[src/rtl/byte_serial_tx_if.sv]
// Word handshake between an upstream byte source and the serial transmitter.
// The master offers a word with in_valid; the slave takes it when in_ready is high.
interface byte_serial_tx_if #(
    parameter int WIDTH = 8
);
    logic [WIDTH-1:0] in_data;
    logic             in_valid;
    logic             in_ready;

    modport master (
        output in_data,
        output in_valid,
        input  in_ready
    );

    modport slave (
        input  in_data,
        input  in_valid,
        output in_ready
    );
endinterface

[src/rtl/byte_serial_tx.sv]
// Parallel-to-serial transmitter: start bit (0), WIDTH data bits LSB first,
// stop bit (1), each bit held for BIT_CYCLES clocks. Every output is a flop
// or a decode of the state register, so the line never glitches.
module byte_serial_tx #(
    parameter int WIDTH      = 8,
    parameter int BIT_CYCLES = 4
) (
    input  logic                   clk,
    input  logic                   clr_n,
    byte_serial_tx_if.slave        bus,
    output logic                   tx,
    output logic                   busy,
    output logic                   tx_done
);

    localparam int CW = (BIT_CYCLES > 1) ? $clog2(BIT_CYCLES) : 1;
    localparam int IW = (WIDTH > 1) ? $clog2(WIDTH) : 1;
    localparam logic [CW-1:0] CNT_LAST = CW'(BIT_CYCLES - 1);
    localparam logic [IW-1:0] IDX_LAST = IW'(WIDTH - 1);

    typedef enum logic [1:0] {
        IDLE  = 2'd0,
        START = 2'd1,
        DATA  = 2'd2,
        STOP  = 2'd3
    } state_e;

    state_e           state_q;
    logic [WIDTH-1:0] shift_q;
    logic [WIDTH-1:0] shift_d;
    logic [CW-1:0]    cnt_q;
    logic [IW-1:0]    idx_q;
    logic             tx_q;
    logic             in_ready_q;
    logic             tx_done_q;
    logic             bit_end;
    logic             accept;

    // With one clock per bit the counter never advances and every edge ends a bit.
    assign bit_end = (BIT_CYCLES == 1) || (cnt_q == CNT_LAST);
    assign shift_d = shift_q >> 1;
    assign accept  = bus.in_valid && in_ready_q;

    // Frame sequencer: state, bit timing, shift register and all registered outputs.
    // NOTE: non-blocking assignments make every register below see the pre-edge values of the others.
    always_ff @(posedge clk) begin
        if (!clr_n) begin
            state_q    <= IDLE;
            shift_q    <= '0;
            cnt_q      <= '0;
            idx_q      <= '0;
            tx_q       <= 1'b1;
            in_ready_q <= 1'b0;
            tx_done_q  <= 1'b0;
        end else begin
            tx_done_q <= 1'b0;
            if (state_q != IDLE) begin
                cnt_q <= bit_end ? '0 : cnt_q + CW'(1);
            end
            case (state_q)
                IDLE: begin
                    tx_q <= 1'b1;
                    if (accept) begin
                        shift_q    <= bus.in_data;
                        in_ready_q <= 1'b0;
                        cnt_q      <= '0;
                        tx_q       <= 1'b0;
                        state_q    <= START;
                    end else begin
                        in_ready_q <= 1'b1;
                    end
                end
                START: begin
                    if (bit_end) begin
                        idx_q   <= '0;
                        tx_q    <= shift_q[0];
                        state_q <= DATA;
                    end
                end
                DATA: begin
                    if (bit_end) begin
                        if (idx_q == IDX_LAST) begin
                            tx_q    <= 1'b1;
                            state_q <= STOP;
                        end else begin
                            shift_q <= shift_d;
                            idx_q   <= idx_q + IW'(1);
                            tx_q    <= shift_d[0];
                        end
                    end
                end
                STOP: begin
                    if (bit_end) begin
                        in_ready_q <= 1'b1;
                        tx_done_q  <= 1'b1;
                        state_q    <= IDLE;
                    end
                end
                default: state_q <= IDLE;
            endcase
        end
    end

    assign tx           = tx_q;
    assign busy         = (state_q != IDLE);
    assign tx_done      = tx_done_q;
    assign bus.in_ready = in_ready_q;

endmodule

[src/flat_wrapper.sv]
// flat-port wrapper written by rule: the top's interface ports become plain ports
module byte_serial_tx_flat 
#(
    parameter int WIDTH      = 8,
    parameter int BIT_CYCLES = 4
)
  (clk, clr_n, tx, busy, tx_done, bus_in_data, bus_in_valid, bus_in_ready);
  byte_serial_tx_if #(.WIDTH(WIDTH)) bus_i ();
  input  logic clk;
  input  logic clr_n;
  output logic tx;
  output logic busy;
  output logic tx_done;
  input wire logic [$bits(bus_i.in_data)-1:0] bus_in_data;
  input wire logic [$bits(bus_i.in_valid)-1:0] bus_in_valid;
  output wire logic [$bits(bus_i.in_ready)-1:0] bus_in_ready;
  assign bus_i.in_data = bus_in_data;
  assign bus_i.in_valid = bus_in_valid;
  assign bus_in_ready = bus_i.in_ready;
  byte_serial_tx #(.WIDTH(WIDTH), .BIT_CYCLES(BIT_CYCLES)) u_core (.clk(clk), .clr_n(clr_n), .bus(bus_i), .tx(tx), .busy(busy), .tx_done(tx_done));
endmodule
[config.mk]
export PLATFORM = sky130hd
export DESIGN_NAME = byte_serial_tx_flat
export DESIGN_NICKNAME = d
export VERILOG_FILES = /design/src/rtl/byte_serial_tx_if.sv /design/src/rtl/byte_serial_tx.sv /design/src/flat_wrapper.sv
export SDC_FILE = /design/constraint.sdc
export NUM_CORES = 1
export LEC_CHECK = 0
export CORE_MARGIN = 4
export CORE_UTILIZATION = 40
export DETAILED_ROUTE_END_ITERATION = 7
export PLACE_DENSITY = 0.66
export RECOVER_POWER = 100
export SLEW_MARGIN = 20
export SYNTH_ARGS = -nofsm -noshare
export SYNTH_HDL_FRONTEND = slang
export SYNTH_SLANG_ARGS = --single-unit
[constraint.sdc]
create_clock -name clk -period 1.9 [get_ports clk]
set_input_delay 0.475 -clock clk [delete_from_list [all_inputs] [get_ports clk]]
set_output_delay 0.475 -clock clk [all_outputs]
set_load 0.01 [all_outputs]
Word level (Yosys, flattened, before mapping)
Index checks and enable logic that the tools add are counted.
Word-level totals
  output and inout port bits: 4
  flip-flop bits (word level): 18
  input bits: 11
  word-level logic and storage cells: 59
Cells by class
  reductions and logical operators: 13
  multiplexer cells: 26
  $add $sub $neg: 2
  equal/unequal tests: 11
Operators with widths (number)
  $mux W8: 3
  $mux W2: 9
  $pmux W8 S2: 1
  $ne A2 B1 Y1 const B: 5
  $mux W3: 3
  $pmux W2 S4: 1
  $reduce_and A4 Y1: 2
  $reduce_bool A2 Y1: 4
  $eq A2 B2 Y1 const B: 3
  $mux W1: 6
  $pmux W3 S2: 1
  $reduce_and A5 Y1: 1
  $reduce_and A2 Y1: 2
  $add A3 B1 Y3 const B: 1
  $eq A3 B3 Y1 const B: 1
  $pmux W1 S3: 1
  $reduce_and A3 Y1: 1
  $reduce_bool A3 Y1: 1
  $add A2 B1 Y2 const B: 1
  $eq A2 B1 Y1 const B: 1
  $logic_not A2 Y1: 1
  $ne A2 B2 Y1 const B: 1
  $pmux W1 S2: 1
  $logic_and A1 B1 Y1: 1

Logic depth before layout (Yosys ltp)
Gate-level depths: netlist (run 1).
  depth in word-level cells: 5
  mapped depth: 7
  gate-level depth less buffers: 5

Worst setup path after synthesis (run 1)
Ideal clock, no wire load.
  kind: register to register
  start point: register u_core.idx_q[0]
  end point: register u_core.shift_q[7]
  period minus slack after synthesis: 1622 ps
  library setup time: 115 ps
  arrival time: 1507 ps
  path slack: 278 ps
  path buffers: 1
  required time: 1785 ps
  stages on the path, launching flop included: 7
  path through: dfxtp_1 ha_1 ha_1 nand2b_4 a211o_1 buf_6 a31o_1
On the way
  longest elaborated chain between the ends: 3
RTL lines
  start, declared: line byte_serial_tx.sv:32  | logic [IW-1:0] idx_q;
  start signal, assigned: line byte_serial_tx.sv:87  | idx_q <= idx_q + IW'(1);
  $eq A3 B3 Y1: line byte_serial_tx.sv:82  | if (idx_q == IDX_LAST) begin
  $ne A2 B2 Y1 (no line)
  $reduce_and A4 Y1 (no line)
  end signal, assigned: line byte_serial_tx.sv:64  | shift_q <= bus.in_data;
  end signal, assigned: line byte_serial_tx.sv:86  | shift_q <= shift_d;
  end, declared: line byte_serial_tx.sv:29  | logic [WIDTH-1:0] shift_q;
Every way passes these cells.
A chain may end at the register's enable or synchronous reset.

Worst setup path after layout (run 1)
  start point: register u_core.in_ready_q (netlist: u_core.bus.in_ready)
  end point: output port bus_in_ready
RTL lines
  start, declared: line byte_serial_tx.sv:34  | logic in_ready_q;
  start signal, assigned: line byte_serial_tx.sv:53  | in_ready_q <= 1'b0;
  start signal, assigned: line byte_serial_tx.sv:65  | in_ready_q <= 1'b0;
  start signal, assigned: line byte_serial_tx.sv:70  | in_ready_q <= 1'b1;
  end, declared: line flat_wrapper.sv:16  | output wire logic [$bits(bus_i.in_ready)-1:0] bus_in_ready;
No word-level cell between the ends.

==> reports/results.tsv, run 1 <==
metric	value	unit
cts_buffer_depth	2	
finClkSkew	0.00270	ns
cp-end-kind	output port	
synth.yosys.seq_area_share	33.8	%
setup_viol	0	
wl	2000	um
synthesis.area	0.00107	sq mm
swShare	35.4	%
power_density	1200	mW/mm^2
synth_flop_cell	dfxtp_1	
dp_hpwl	1500	um
whs	0.470	ns
drtIter0Drc	17	
routed-via-count	837	
cts_buffers	3	
cts_tree	yes	
synth-async-reset-ratio	0	%
rows	18	
min_period	1.83	ns
grt_max_degree	28	
ir_drop	0.766	mV
p_clk_share	15.6	%
drive_gt1_share	18.7	%
final_antenna_net_count	0	
holdBufCountCts	0	
preCtsSetupSlack	0.139	ns
critPathKind	flip-flop to output port	
start_util	42.7	%
ios	15	
maxCapViolations	0	
outcome	completed	
ff2ff_path_depth	6	
syn_inst	113	
post-route-util	51.5	%
place_congestion	0.780	
die_area	0.00356	sq mm
power_leakage	0.000550	uW
fin_setup_tns	0	ns
worstPathMaxFanout	5	
die_h	59.7	um
synth_edf_count	0	
coreArea	0.00250	sq mm
r2r_setup_slack	0.19	ns
pwr-share-seq	35.8	%
synth_top_area_share	33.8	%
yosysWarnings	0	
worst_slack	0.0715	ns
arrival	1.35	ns
rsz0062_at_grt	false	
slowest_delay	0.63	ns
min_to	u_core.shift_q[5]	
grt_pass1_vias	827	
cp_num_buf_inv	1	
max-slew-margin-rel	75.9	%
groute.usage.overall	12.4	%
die_w	59.7	um
synth_nets	132	
drtPass1Iterations	4	
combinationalPowerShare	48.5	%
cts.sinks	18	
max_clock_freq	547	MHz
synth_top_area_cell	dfxtp_1	
crit_slowest_cell	dlygate4sd3_1	
numPortBuffers	14	
hp-class	flip-flop to flip-flop	
vias_per_cell	5.10	
cts_root_buf	clkbuf_4	
postSynthRegisterBits	18	
crit_path_start_kind	flip-flop	
hold_depth	2	
reg2reg_to	u_core.state_q[0]	
critPathTopFamily	buffers and inverters	
grt-ovfl-total	0	
grt_pass1_wl	3430	um
antenna_found_initial	0	
fin_crit_sh	96.2	%
cts_htree_levels	1	
num_antenna_cells	0	
required	1.42	ns
r2r-start	u_core.idx_q[0]	
worstMarginPinSlew	0.359	ns
ys_types	36	
min_from	u_core.shift_q[5]	
syn_avg_cell_area	9.44	sq um
drt-wirelength-per-cell	12.2	um
clock_latency	0.29	ns
maxSlewViolCount	0	
hold_viol_final	0	
cts.clk_slew.worst_paths	0.11	ns
p_int	995	uW
synth.top_cells.by_area	dfxtp_1, ha_1, nand2_1	
final_nets	154	
area_growth	20.5	%
path_cells	dlygate4sd3_1	
route.detailed.drc	0	
p_sw	545	uW
## area by class of cell
type | count | area, sq um
Inverter | 3 | 11.3
Fill cell | 254 | 1210
Tap cell | 30 | 37.5
Multi-Input combinational cell | 85 | 636
Timing Repair Buffer | 24 | 204
Clock buffer | 4 | 36.3
Sequential cell | 18 | 362
## power groups by stage
stage	sequential, uW	combinational (uW)	clock [uW]
6_report	552	747	241
2_1_floorplan	557	596	0
3_5_place_dp	559	850	0
4_1_cts	552	843	253
3_3_place_gp	553	842	0
5_1_grt	570	831	265
## worst min-delay path: cells and delay by family, from the launching register on
| kind | cells | cell delay (ns) |
|---|---|---|
| simple gates | 1 | 0.05 |
| flops | 1 | 0.33 |
| mux | 1 | 0.06 |
## cells by family after synthesis
group                      synth area share, %
and+or+nand+nor                           19.1
AOI/OAI and AO/OA                         17.4
DFF                                       33.8
muxes                                     14.9
buffers and inverters                     5.51
adders and majority gates                 9.38
## layout by cell type (no fill, tap or decap), types with 2 or more instances in the layout
| cell | synthesis | final |
|---|---|---|
| a21boi_0 | 3 | 3 |
| mux2i_1 | 8 | 8 |
| dfxtp_1 | 18 | 17 |
| nor2b_1 | 2 | 2 |
| o21ai_0 | 6 | 6 |
| dlygate4sd3_1 | 0 | 3 |
| clkbuf_4 | 0 | 3 |
| ha_1 | 8 | 8 |
| clkbuf_1 | 2 | 6 |
| clkdlybuf4s50_1 | 0 | 10 |
| inv_1 | 3 | 3 |
| buf_4 | 1 | 3 |
| and3b_2 | 2 | 2 |
| nor2_1 | 3 | 3 |
| and2_2 | 3 | 3 |
| mux2_2 | 7 | 7 |
| nand2_1 | 23 | 23 |
## metrics by stage
step,total power (uW),cells,area [sq um]
floorplan,1150,113,1070
global placement,1400,160,1280
detailed placement,1410,160,1280
CTS,1650,164,1320
global route,1670,164,1290
finish,1540,164,1290
## worst max path at each step
| stage | start | to | slack (ns) | cells after the start |
|---|---|---|---|---|
| after global routing | u_core.idx_q[0] | u_core.state_q[0] | 0.01 | 6 |
| after floorplan | u_core.idx_q[0] | u_core.shift_q[7] | 0.28 | 6 |
| final | u_core.bus.in_ready | bus_in_ready | 0.07 | 1 |
| after detailed placement | bus_in_valid | u_core.shift_q[3] | 0.14 | 5 |
| after CTS | u_core.bus.in_ready | bus_in_ready | 0.12 | 1 |
| after global placement | bus_in_valid | u_core.shift_q[2] | 0.16 | 5 |
## state kept, by name, summed over array words and instances (netlist names)
| signal | count |
|---|---|
| u_core.bus.in_ready | 1 |
| u_core.cnt_q | 2 |
| u_core.idx_q | 3 |
| u_core.shift_q | 8 |
| u_core.state_q | 2 |
| u_core.tx | 1 |
| u_core.tx_done | 1 |
## cell usage after synthesis, types with 2 or more instances
library cell / n
nand2_1: 23
dfxtp_1: 18
ha_1: 8
mux2i_1: 8
mux2_2: 7
o21ai_0: 6
a21boi_0: 3
and2_2: 3
inv_1: 3
nor2_1: 3
and3b_2: 2
buf_2: 2
buf_6: 2
clkbuf_1: 2
nor2b_1: 2
## what timing repair did
| item | CTS | global route |
|---|---|---|
| buffers inserted | 0 | 0 |
| setup endpoints to repair | 1 | 0 |
| resized for setup | 2 | 0 |
| hold endpoints to repair | 0 | 0 |
## layer usage
metal,vias up,share of wire [%],wire (um),track usage [%]
li1,433,-,-,-
met1,378,45,904,15.4
met2,26,47,942,21.5
met3,0,7.6,151,3.89
met4,0,0,0,1.90
met5,-,0,0,0
(Power assumes the default switching activity.)
==> run 2: changes to the inputs <==
- CAP_MARGIN: not set -> 40
- CTS_CLUSTER_SIZE: not set -> 10
==> results of run 2 <==
Final layout, timing and power as in run 1 (identical DEF).
